--- src/rtl/dmem_bus_pkg.sv ---
// Shared types for the data-memory bus interface.
// Request bundle, FSM state encoding and bus constants.
package dmem_bus_pkg;

   typedef enum logic [1:0] {
      IDLE,
      REQ,
      RESP,
      DONE
   } dmem_state_t;

   typedef struct packed {
      logic [31:0] adr;
      logic        write;
      logic [31:0] wdata;
      logic [3:0]  byteen;
   } dmem_req_t;

   localparam logic [3:0]  BYTE_EN_NONE  = 4'b0000;
   localparam logic [31:0] ADR_WORD_MASK = 32'hFFFF_FFFC;

endpackage

--- src/rtl/dmem_timeout.sv ---
// Saturating cycle counter bounding one bus access.
// expired is high during the LIMIT-th counted cycle.
module dmem_timeout #(
   parameter int LIMIT = 255,
   parameter int W     = $clog2(LIMIT + 1)
) (
   input  logic clk,
   input  logic reset,
   input  logic clr,
   input  logic en,
   output logic expired
);

   logic [W-1:0] cnt;

   always_ff @(posedge clk or negedge reset) begin
      if (!reset) begin
         cnt <= '0;
      end else if (clr) begin
         cnt <= '0;
      end else if (en && cnt != W'(LIMIT)) begin
         cnt <= cnt + 1'b1;
      end
   end

   assign expired = (cnt >= W'(LIMIT - 1));

endmodule

--- src/rtl/dmem_bus_if.sv ---
// Data-memory bus interface: one load/store per request,
// valid/ready request channel, valid-only response channel.
module dmem_bus_if
   import dmem_bus_pkg::*;
#(
   parameter int TIMEOUT = 255
) (
   input  logic        clk,
   input  logic        reset,
   input  logic        MemReq,
   input  logic        MemWrite,
   input  logic [31:0] IEUAdr,
   input  logic [31:0] WriteData,
   input  logic [3:0]  WriteByteEn,
   output logic [31:0] ReadData,
   output logic        Stall,
   output logic        Done,
   output logic        Fault,
   output logic        BusReqValid,
   input  logic        BusReqReady,
   output logic [31:0] BusAdr,
   output logic        BusWrite,
   output logic [31:0] BusWData,
   output logic [3:0]  BusByteEn,
   input  logic        BusRspValid,
   input  logic [31:0] BusRData,
   input  logic        BusErr
);

   localparam int TO_W = $clog2(TIMEOUT + 1);

   dmem_state_t state, state_n;
   dmem_req_t   req_q;
   logic [31:0] rdata_q;
   logic        fault_q;
   logic        done_q;

   logic load_req;
   logic cnt_clr;
   logic cnt_en;
   logic capture;
   logic tmo;
   logic expired;

   dmem_timeout #(
      .LIMIT (TIMEOUT),
      .W     (TO_W)
   ) u_timeout (
      .clk     (clk),
      .reset   (reset),
      .clr     (cnt_clr),
      .en      (cnt_en),
      .expired (expired)
   );

   // A response in the expiring cycle still wins; real data beats a fault.
   always_comb begin
      state_n  = state;
      load_req = 1'b0;
      cnt_clr  = 1'b0;
      cnt_en   = 1'b0;
      capture  = 1'b0;
      tmo      = 1'b0;
      unique case (state)
         IDLE: begin
            if (MemReq) begin
               load_req = 1'b1;
               cnt_clr  = 1'b1;
               state_n  = REQ;
            end
         end
         REQ: begin
            cnt_en = 1'b1;
            if (expired) begin
               tmo     = 1'b1;
               state_n = DONE;
            end else if (BusReqReady) begin
               state_n = RESP;
            end
         end
         RESP: begin
            cnt_en = 1'b1;
            if (BusRspValid) begin
               capture = 1'b1;
               state_n = DONE;
            end else if (expired) begin
               tmo     = 1'b1;
               state_n = DONE;
            end
         end
         DONE: begin
            state_n = IDLE;
         end
         default: begin
            state_n = IDLE;
         end
      endcase
   end

   always_ff @(posedge clk or negedge reset) begin
      if (!reset) begin
         state <= IDLE;
      end else begin
         state <= state_n;
      end
   end

   always_ff @(posedge clk or negedge reset) begin
      if (!reset) begin
         req_q <= '0;
      end else if (load_req) begin
         req_q.adr    <= IEUAdr & ADR_WORD_MASK;
         req_q.write  <= MemWrite;
         req_q.wdata  <= WriteData;
         req_q.byteen <= MemWrite ? WriteByteEn : BYTE_EN_NONE;
      end
   end

   always_ff @(posedge clk or negedge reset) begin
      if (!reset) begin
         rdata_q <= '0;
         fault_q <= 1'b0;
         done_q  <= 1'b0;
      end else begin
         done_q <= (state_n == DONE);
         if (capture) begin
            rdata_q <= BusRData;
            fault_q <= BusErr;
         end else if (tmo) begin
            rdata_q <= '0;
            fault_q <= 1'b1;
         end else if (state == DONE) begin
            fault_q <= 1'b0;
         end
      end
   end

   assign Stall = ((state == IDLE) && MemReq)
                || (state == REQ)
                || (state == RESP);

   assign BusReqValid = (state == REQ);
   assign BusAdr      = req_q.adr;
   assign BusWrite    = req_q.write;
   assign BusWData    = req_q.wdata;
   assign BusByteEn   = req_q.byteen;

   assign ReadData = rdata_q;
   assign Fault    = fault_q;
   assign Done     = done_q;

endmodule

--- config.mk ---
export PLATFORM = sky130hd
export DESIGN_NAME = dmem_bus_if
export DESIGN_NICKNAME = d
export VERILOG_FILES = /design/src/rtl/dmem_bus_pkg.sv /design/src/rtl/dmem_timeout.sv /design/src/rtl/dmem_bus_if.sv
export SDC_FILE = /design/constraint.sdc
export NUM_CORES = 1
export LEC_CHECK = 0
export BUFFER_PORTS_ARGS = -buffer_cell sky130_fd_sc_hd__buf_2
export CAP_MARGIN = 30
export CELL_PAD_IN_SITES_DETAIL_PLACEMENT = 2
export CELL_PAD_IN_SITES_GLOBAL_PLACEMENT = 2
export CORE_AREA = 5 5 126 152
export DETAILED_ROUTE_END_ITERATION = 7
export DIE_AREA = 0 0 131 157
export GPL_ROUTABILITY_DRIVEN = 0
export GPL_TIMING_DRIVEN = 1
export PLACE_DENSITY = 0.78
export SETUP_SLACK_MARGIN = 0.02
export SYNTH_ARGS = -nofsm -noshare
export SYNTH_HDL_FRONTEND = slang
export SYNTH_HIERARCHICAL = 1
export SYNTH_SLANG_ARGS = --single-unit
--- constraint.sdc ---
create_clock -name clk -period 1.8 [get_ports clk]
set_input_delay 0.27 -clock clk [delete_from_list [all_inputs] [get_ports clk]]
set_output_delay 0.27 -clock clk [all_outputs]
set_load 0.02 [all_outputs]
; Word-level counts from Yosys, hierarchy flattened
; Index checks and enable logic that the tools add are counted.
[totals]
regBits = 111
latchBits = 0
mem_bits_rw = 0
romBits = 0
output_inout_bits = 105
elab_cells = 47
mem_count = 0
[classes]
addsub = 1
n_mul = 0
div_mod_pow = 0
magnitude_cmp = 1
eq_ne = 5
n_shift = 0
n_mux = 22
n_bitwise = 0
reduce_logical = 9
[ops]
columns = op, n
row1 = 32-bit 2-to-1 mux, 2
row2 = 8-bit 2-to-1 mux, 2
row3 = 1-bit 2-to-1 mux, 10
row4 = 2-bit 2-to-1 mux, 5
row5 = 8-bit by 1-bit adder with 8-bit output (second input constant), 1
row6 = 8-bit >= comparator (second input constant), 1
row7 = 8-bit inequality test (second input constant), 1
row8 = 2-bit one-hot mux with 4 select lines, 1
row9 = 2-bit equality test (second input constant), 3
row10 = 4-bit 2-to-1 mux, 1
row11 = 2-bit nonzero test, 2
row12 = 3-bit nonzero test, 1
row13 = 2-bit by 1-bit equality test with 1-bit output (second input constant), 1
row14 = 1-bit logical AND, 2
row15 = 2-bit zero test, 1
row16 = 1-bit logical OR, 2
row17 = 1-bit one-hot mux with 2 select lines, 1
row18 = 2-bit OR reduction, 1

; Depth between registers and ports, before layout
; Gate-level depths: netlist of the first run.
[depth]
depth_word = 6
depth_mapped = 8

; Cells and area by module
; The synthesis of the first run kept the hierarchy.
[by_module_without_submodules]
columns = module, instances, cells_each, area_per_inst_um2, seq_area_each_um2
row1 = dmem_bus_if, 1, 257, 3951.3, 2577.5
row2 = dmem_timeout, 1, 52, 493.0, 200.2

; Least setup slack after synthesis of the first run
; Ideal clock, no wire load.
[synth_timing]
path_kind = reg2reg
start = register state[0]
end = register u_timeout.cnt[0]
t_arrival_ns = 1.635
t_required_ns = 1.675
setup_slack_ns = 0.040
stages_incl_launch_ff = 9
path_buffers = 2
synth_period_minus_slack_ns = 1.760
path_cell_list = dfrtp_1 > inv_1 > ha_1 > nand2_1 > inv_2 > buf_2 > buf_1 > nor2_1 > mux2_4
[synth_lines]
columns = item, line
row1 = from (decl), dmem_bus_if.sv:32  ; dmem_state_t state, state_n;
row2 = from (signal assigned), dmem_bus_if.sv:104  ; state <= state_n;
row3 = 2-bit zero test (*), dmem_bus_if.sv:64  ; unique case (state)
row4 = 1-bit 2-to-1 mux (*), dmem_bus_if.sv:64
row5 = named net cnt_clr, dmem_bus_if.sv:39  ; logic cnt_clr;
row6 = 8-bit 2-to-1 mux / 2-bit nonzero test (equally long branches), n/a
row7 = to (signal assigned), dmem_timeout.sv:22  ; cnt <= cnt + 1'b1;
row8 = to (decl), dmem_timeout.sv:14  ; logic [W-1:0] cnt;
; The timed path passes the listed nets; every way through them passes the cells marked *.
; A chain may end at the register's enable or synchronous reset.

; Worst setup path in the final report of the first run
[layout_timing]
start = register state[0]
end = register rdata_q[16], in the netlist ReadData[16]
[layout_between]
elab_chain_cells = 3
[layout_lines]
columns = item, line
row1 = 2-bit equality test / 2-bit by 1-bit equality test with 1-bit output (equally long branches), dmem_bus_if.sv:64
row2 = 1-bit one-hot mux with 2 select lines / 1-bit 2-to-1 mux (equally long branches), dmem_bus_if.sv:64
row3 = 2-bit nonzero test (no line) / 32-bit 2-to-1 mux (equally long branches), n/a
row4 = to (signal assigned), dmem_bus_if.sv:127  ; rdata_q <= BusRData;
row5 = to (decl), dmem_bus_if.sv:34  ; logic [31:0] rdata_q;
; Parallel ways exist; a longest one is shown, timed or not.

==> results.py, run 1 <==
metrics = {
    "status": {
        "status": "completed",
    },
    "timing": {
        "setup-violations-final": 0,
        "clock.fmax_mhz": 575,
        "setup_slack_ps": 60.3,
        "rsz0062_at_grt": "true",
        "drv_slew": 0,
        "period_minus_slack_ps": 1740,
        "hold_violations": 0,
        "fin_skew_ps": 9.26,
        "period_share": 0.966,
    },
    "critical_path": {
        "critPathLaunch": "state[0]$_DFF_PN0_",
        "critical_path.max_stage_delay_ps": 400,
        "cp_slowest_cell": "dfrtp_1",
        "path_depth": 6,
        "timing.rr.start": "state[0]$_DFF_PN0_",
        "cp_cell_sequence": "inv_2 > ha_2 > or2_1 > a31oi_4 > bufbuf_16 > a22o_1",
        "rrSetupSlack_ps": 60,
        "critical_path_class": "flop to flop",
        "critPathBufInv": 2,
        "crit_required_ps": 2090,
        "rr_endpoint": "ReadData[16]$_DFFE_PN0P_",
        "cp_top_family": "flip-flops",
        "critPathMaxFanout": 14,
        "startpoint_type": "flop",
        "r2r_cells": 6,
        "critPathCapture": "ReadData[16]$_DFFE_PN0P_",
        "critPathArrivalTime_ps": 2030,
        "end_kind": "flop",
    },
    "clock_network": {
        "clock_latency_ps": 350,
        "clockBufferDepth": 2,
        "cts_tree": "done",
        "h-tree-depth": 3,
        "numCtsBuffers": 9,
        "clock-sinks": 111,
        "clkSlewWorstSetupHoldPaths_ps": 80,
        "cts_root_buffer": "clkbuf_16",
    },
    "yosys": {
        "syn_area_per_cell_um2": 14.4,
        "syn_inst": 309,
        "yosysWarningCount": 6,
        "ys_ff_latch": 111,
        "syn_area_um2": 4440,
        "yosysSeqAreaShare": 0.625,
        "synth_cell_types": 39,
        "synthArstFlopShare": 1.00,
        "synth_ff_type": "dfrtp_1",
        "synth_edf_count": 0,
    },
    "place": {
        "placement.io_buffers": 207,
        "dpl.hpwl_um": 10800,
        "placed_cells": 729,
        "place_area_um2": 5780,
        "place_ws_ps": -11.8,
    },
    "hold_path": {
        "min_from": "BusRData[19]",
        "hold_class": "input pin to flop",
    },
    "final_layout": {
        "nets": 646,
        "final_common_cell": "buf_2",
        "area_growth_pct": 40.6,
        "postLayoutCellArea_um2": 6250,
        "most-common-layout-cells": "buf_2, dfrtp_1, mux2_2",
        "utilization": 0.360,
        "final_cells": 755,
        "diodes": 0,
        "drive_gt1_frac": 0.615,
    },
    "power": {
        "finalPower_mw": 11.8,
        "cellLeakagePower_nw": 3.09,
        "ir_drop_mv": 0.535,
        "power_density_nw_per_um2": 1890,
    },
    "routing": {
        "drc": 0,
        "drt_iter0_markers": 150,
        "drtAntennaViolNets": 0,
        "routed_via_density": 4.56,
        "dr.pass1.iters": 4,
        "routedWlPerCell_um": 19.0,
        "via_count": 3446,
        "routed_wirelength_um": 14300,
    },
    "floorplanning": {
        "die_area_um2": 20600,
        "initial_core_util": 0.256,
        "die_width_um": 131,
        "core-area_um2": 17400,
        "die_y_um": 157,
        "std_cell_rows": 53,
        "io_pins": 212,
    },
    "grt": {
        "top_usage_layer": "met2",
        "grt_pass1_vias": 3871,
        "grt_max_degree": 61,
        "overflow": 0,
        "grt_util_all_layers": 0.132,
        "grt_pass1_wl_um": 20900,
        "groute.layer.met2.usage": 0.245,
        "use_met3": 0.0333,
        "antenna_found_initial": 0,
        "grtUsageMet1": 0.147,
    },
    "flow_run": {
        "cap_violations": 0,
    },
}
==> how the worst min path moves through the flow <==
stage	to	slack [ps]	cells past startpoint
global route	ReadData[13]$_DFFE_PN0P_	120	2
detailed placement	BusAdr[12]$_DFFE_PN0P_	310	2
global placement	BusAdr[14]$_DFFE_PN0P_	300	2
floorplan	BusAdr[10]$_DFFE_PN0P_	-30	0
CTS	ReadData[19]$_DFFE_PN0P_	120	2
finish	ReadData[19]$_DFFE_PN0P_	140	2
==> registers in the layout, indices dropped and copies added, names as in the netlist <==
signal,count
BusWData,32
ReadData,32
BusAdr,30
u_timeout/cnt,8
BusByteEn,4
state,2
BusWrite,1
Done,1
Fault,1
==> where the power goes <==
part | internal [mW] | switching [mW] | total (mW)
combinational | 2.30 | 3.18 | 5.47
clock | 1.09 | 0.930 | 2.02
sequential | 3.67 | 0.646 | 4.32
==> per-stage QoR <==
| step | setup TNS, ps | hold WS (ps) |
|---|---|---|
| 4_1_cts | 0 | 120 |
| 5_1_grt | -24.9 | 120 |
| 3_5_place_dp | -15.6 | 307 |
| 2_1_floorplan | 0 | -25.6 |
| 3_3_place_gp | 0 | 303 |
| 6_report | 0 | 139 |
==> area by class of cell <==
type,count,area (um^2)
inverters,5,18.8
clock inverters,6,70.1
flip-flops and latches,111,2780
repair buffers,229,1300
well taps,220,275
multi-input cells,175,1580
fillers,1850,11100
clock buffers,9,225
==> cells in the mapped netlist, types with 2 or more instances <==
library cell / count / area, um^2
a211oi_1: 5 / 37.5
nand2_1: 15 / 56.3
dfrtp_1: 111 / 2780
o21ai_0: 5 / 25.0
nor3_1: 7 / 35.0
buf_4: 2 / 15.0
mux2_2: 63 / 709
buf_2: 10 / 50.1
a21oi_1: 5 / 25.0
nand3_1: 4 / 20.0
inv_1: 4 / 15.0
a41oi_1: 2 / 17.5
and3_1: 2 / 12.5
ha_1: 8 / 100
nor2_1: 6 / 22.5
a31oi_1: 2 / 12.5
buf_6: 5 / 56.3
a22o_1: 32 / 280
==> layer usage <==
layer | routed length (um) | vias up | share of wire
met5 | 0 | - | 0
met4 | 131 | 0 | 0.0091
met3 | 1060 | 9 | 0.074
met2 | 7900 | 121 | 0.55
met1 | 5250 | 1759 | 0.37
li1 | - | 1557 | -
==> timing repair <==
item | in CTS | in global routing
pin swaps | 3 | 3
setup endpoints to repair | 11 | 32
gates resized for setup | 9 | 17
setup buffers | 7 | 3
hold endpoints to repair | 111 | 0
hold buffers | 1 | 0
cloned | 1 | 0
==> kinds of logic after synthesis <==
logic type      synth area share
mux                        0.163
buf+inv                   0.0332
fa+ha+maj                 0.0225
flops                      0.625
compound gates             0.108
other cells             0.000844
simple gates              0.0473
(Power assumes the default switching activity.)
==> run 2, diff against run 1 <==
--- a/config.mk
+++ b/config.mk
@@ -5,13 +5,14 @@
 export SDC_FILE = /design/constraint.sdc
 export NUM_CORES = 1
 export LEC_CHECK = 0
+export ABC_AREA = 1
 export BUFFER_PORTS_ARGS = -buffer_cell sky130_fd_sc_hd__buf_2
 export CAP_MARGIN = 30
 export CELL_PAD_IN_SITES_DETAIL_PLACEMENT = 2
 export CELL_PAD_IN_SITES_GLOBAL_PLACEMENT = 2
-export CORE_AREA = 5 5 126 152
+export CORE_AREA = 5 5 136 164
 export DETAILED_ROUTE_END_ITERATION = 7
-export DIE_AREA = 0 0 131 157
+export DIE_AREA = 0 0 141 169
 export GPL_ROUTABILITY_DRIVEN = 0
 export GPL_TIMING_DRIVEN = 1
 export PLACE_DENSITY = 0.78
==> run 2 against run 1 <==
Against the previous run: the flow now finishes with violations (negative hold slack); count of clock-buffer cells in the layout is 2 higher; global-route usage down 0.11 points; wire length is 8.3% higher; flip-flop and latch count stayed put; register-to-register slack better by 80 ps; critical endpoint is now Stall; highest routed layer is now met5; critical path depth is 1 higher.
==> results.py, run 2 <==
metrics = {
    "timing": {
        "slew_headroom": 0.552,
        "rsz0062_at_grt": "false",
        "tns_ps": 0,
        "fin_skew_ps": 12.0,
        "drv_slew": 0,
        "period_minus_slack_ps": 1700,
        "hold_violations": 2,
        "period_share": 0.946,
        "hold_ws_ps": -14.5,
        "clock.fmax_mhz": 587,
        "worst_slew_pin_slew_ps": 672,
        "setup-violations-final": 0,
    },
    "place": {
        "placed_cells": 1007,
        "dpl.hpwl_um": 11400,
        "placement.io_buffers": 207,
    },
    "clock_network": {
        "clock-sinks": 111,
        "clockBufferDepth": 2,
        "clkSlewWorstSetupHoldPaths_ps": 70,
        "cts_root_buffer": "clkbuf_16",
        "cts_tree": "done",
        "hold_buffers": 0,
        "h-tree-depth": 3,
        "clock_latency_ps": 360,
        "numCtsBuffers": 9,
    },
    "yosys": {
        "syn_area_per_cell_um2": 8.51,
        "synthArstFlopShare": 1.00,
        "synth.most_common_cell": "nand2_1",
        "synth_area_leaders": "dfrtp_1, nand2_1, ha_1",
        "synth_top_family_by_area": "simple AND/OR/NAND/NOR gates",
        "synth_ff_type": "dfrtp_1",
        "synth_commonest_cells": "nand2_1, dfrtp_1, inv_1",
        "synth_edf_count": 0,
        "ys_ff_latch": 111,
        "synth_cell_types": 24,
        "synth.area.mux_share": 0,
        "synth_compound_area_frac": 0.0173,
        "yosysTopAreaCell": "dfrtp_1",
        "synth_fa_ha_area_frac": 0.0217,
        "syn_inst": 543,
        "synthXorXnorAreaFrac": 0.00379,
        "synth_top_area_share": 0.601,
        "yosysSeqAreaShare": 0.601,
        "yosysWarningCount": 6,
        "synthSimpleGateAreaFrac": 0.306,
        "syn_area_um2": 4620,
    },
    "routing": {
        "via_count": 4239,
        "drt_iter0_markers": 146,
        "dr.pass1.iters": 4,
        "drtAntennaViolNets": 0,
        "routedWlPerCell_um": 15.1,
        "routed_wirelength_um": 15500,
        "drc": 0,
        "routed_via_density": 4.12,
    },
    "hold_path": {
        "hold_class": "input pin to asynchronous set/reset pin",
    },
    "grt": {
        "grt_max_degree": 112,
        "overflow": 0,
        "antenna_found_initial": 3,
        "grt_pass1_wl_um": 24700,
        "grt_pass1_vias": 4615,
        "grt_util_all_layers": 0.130,
    },
    "flow_run": {
        "cap_violations": 0,
    },
    "floorplanning": {
        "initial_core_util": 0.224,
        "core-area_um2": 20600,
        "std_cell_rows": 58,
        "die_y_um": 169,
        "io_pins": 212,
        "die_area_um2": 23800,
        "die_width_um": 141,
    },
    "final_layout": {
        "nets": 869,
        "area_growth_pct": 37.1,
        "drive_gt1_frac": 0.338,
        "final_cells": 1030,
        "final_common_cell": "nand2_1",
        "most-common-layout-cells": "nand2_1, buf_2, dfrtp_1",
    },
    "power": {
        "ir_drop_mv": 0.606,
        "finalPower_mw": 11.9,
        "cellLeakagePower_nw": 3.61,
        "power_density_nw_per_um2": 1870,
    },
    "critical_path": {
        "critPathArrivalTime_ps": 1430,
        "timing.rr.start": "u_timeout/cnt[0]$_DFFE_PN0P_",
        "crit_required_ps": 1530,
        "critical_path_class": "flop to output pin",
        "startpoint_type": "flop",
        "end_kind": "output pin",
        "critPathLaunch": "state[0]$_DFF_PN0_",
        "critPathMaxFanout": 4,
    },
    "status": {
        "status": "finished with violations",
        "violations": "negative hold slack",
    },
}
==> run 2: cell types whose count changed in the layout (fill, tap and decap cells not counted), moves of 4 or more <==
cell,delta
nor3_1,-6
mux2_2,-63
nand2_2,+5
nor2_1,+9
nand2_1,+320
ha_2,-4
a211oi_1,-4
a22o_1,-32
inv_1,+15
buf_4,-5
==> run 2: logic make-up after synthesis <==
family / after synthesis
AO/OA/AOI/OAI: 13
XOR/XNOR: 2
adder cells (fa/ha/maj): 8
buffers and inverters: 43
flip-flops: 111
other: 1
AND/OR/NAND/NOR: 365
==> run 2: worst paths after layout <==
check / slack (ps) / cells after the start / endpoint
worst max-delay path: 100 / 7 / Stall
worst min-delay path: -10 / 2 / ReadData[26]$_DFFE_PN0P_
worst max register to register: 140 / 10 / ReadData[7]$_DFFE_PN0P_
worst min register to register: 470 / 2 / ReadData[24]$_DFFE_PN0P_
max in group asynchronous: 1280 / 2 / state[1]$_DFF_PN0_
min in group clk: 100 / 3 / BusWData[24]$_DFFE_PN0P_
==> run 2: worst max-delay path, cell delays in order (launching register included) <==
cell and delay [ps]:
dfrtp_2 450, inv_4 60, ha_4 180, inv_2 80, nand2_4 60, inv_2 60, nand2_2 50, buf_6 130
==> run 2: stage by stage <==
stage               worst slack (ps)   util  instance area [um^2]  hold slack (ps)
CTS                             23.1  0.306                  6310             31.5
global placement                 148  0.290                  5970              421
finish                          97.3  0.307                  6330            -14.5
detailed placement              71.6  0.290                  5970              422
global route                    31.3  0.307                  6330             63.5
floorplan                        227      -                  4620            -25.6
==> run 2: final cells by class <==
class	count	area, um^2
Sequential cell	111	2780
Inverter	22	86.3
Timing Repair Buffer	220	1200
Clock buffer	11	233
Tap cell	270	338
Multi-Input combinational cell	390	1650
Antenna cell	2	5.00
Clock inverter	4	32.5
Fill cell	2455	14300
==> run 2: what timing repair did <==
action | in CTS | in global routing
hold endpoints to repair | 0 | 0
gates resized for setup | 13 | 4
pin swaps | 0 | 1
endpoints found under the setup margin | 1 | 33
buffers inserted | 5 | 1
==> run 2: layer usage <==
layer  track usage  up-vias  part of all wire
li1              -     2047                 -
met1         0.140     2066              0.37
met2         0.241      103              0.54
met3        0.0379       21             0.066
met4        0.0485        2             0.022
met5             0        -           0.00045
==> run 2: power by group <==
part | total, mW | switching (mW) | internal [mW] | leakage [nW]
combinational | 5.63 | 3.78 | 1.85 | 2.11
clock | 1.91 | 0.961 | 0.946 | 0.128
sequential | 4.31 | 0.640 | 3.67 | 1.37
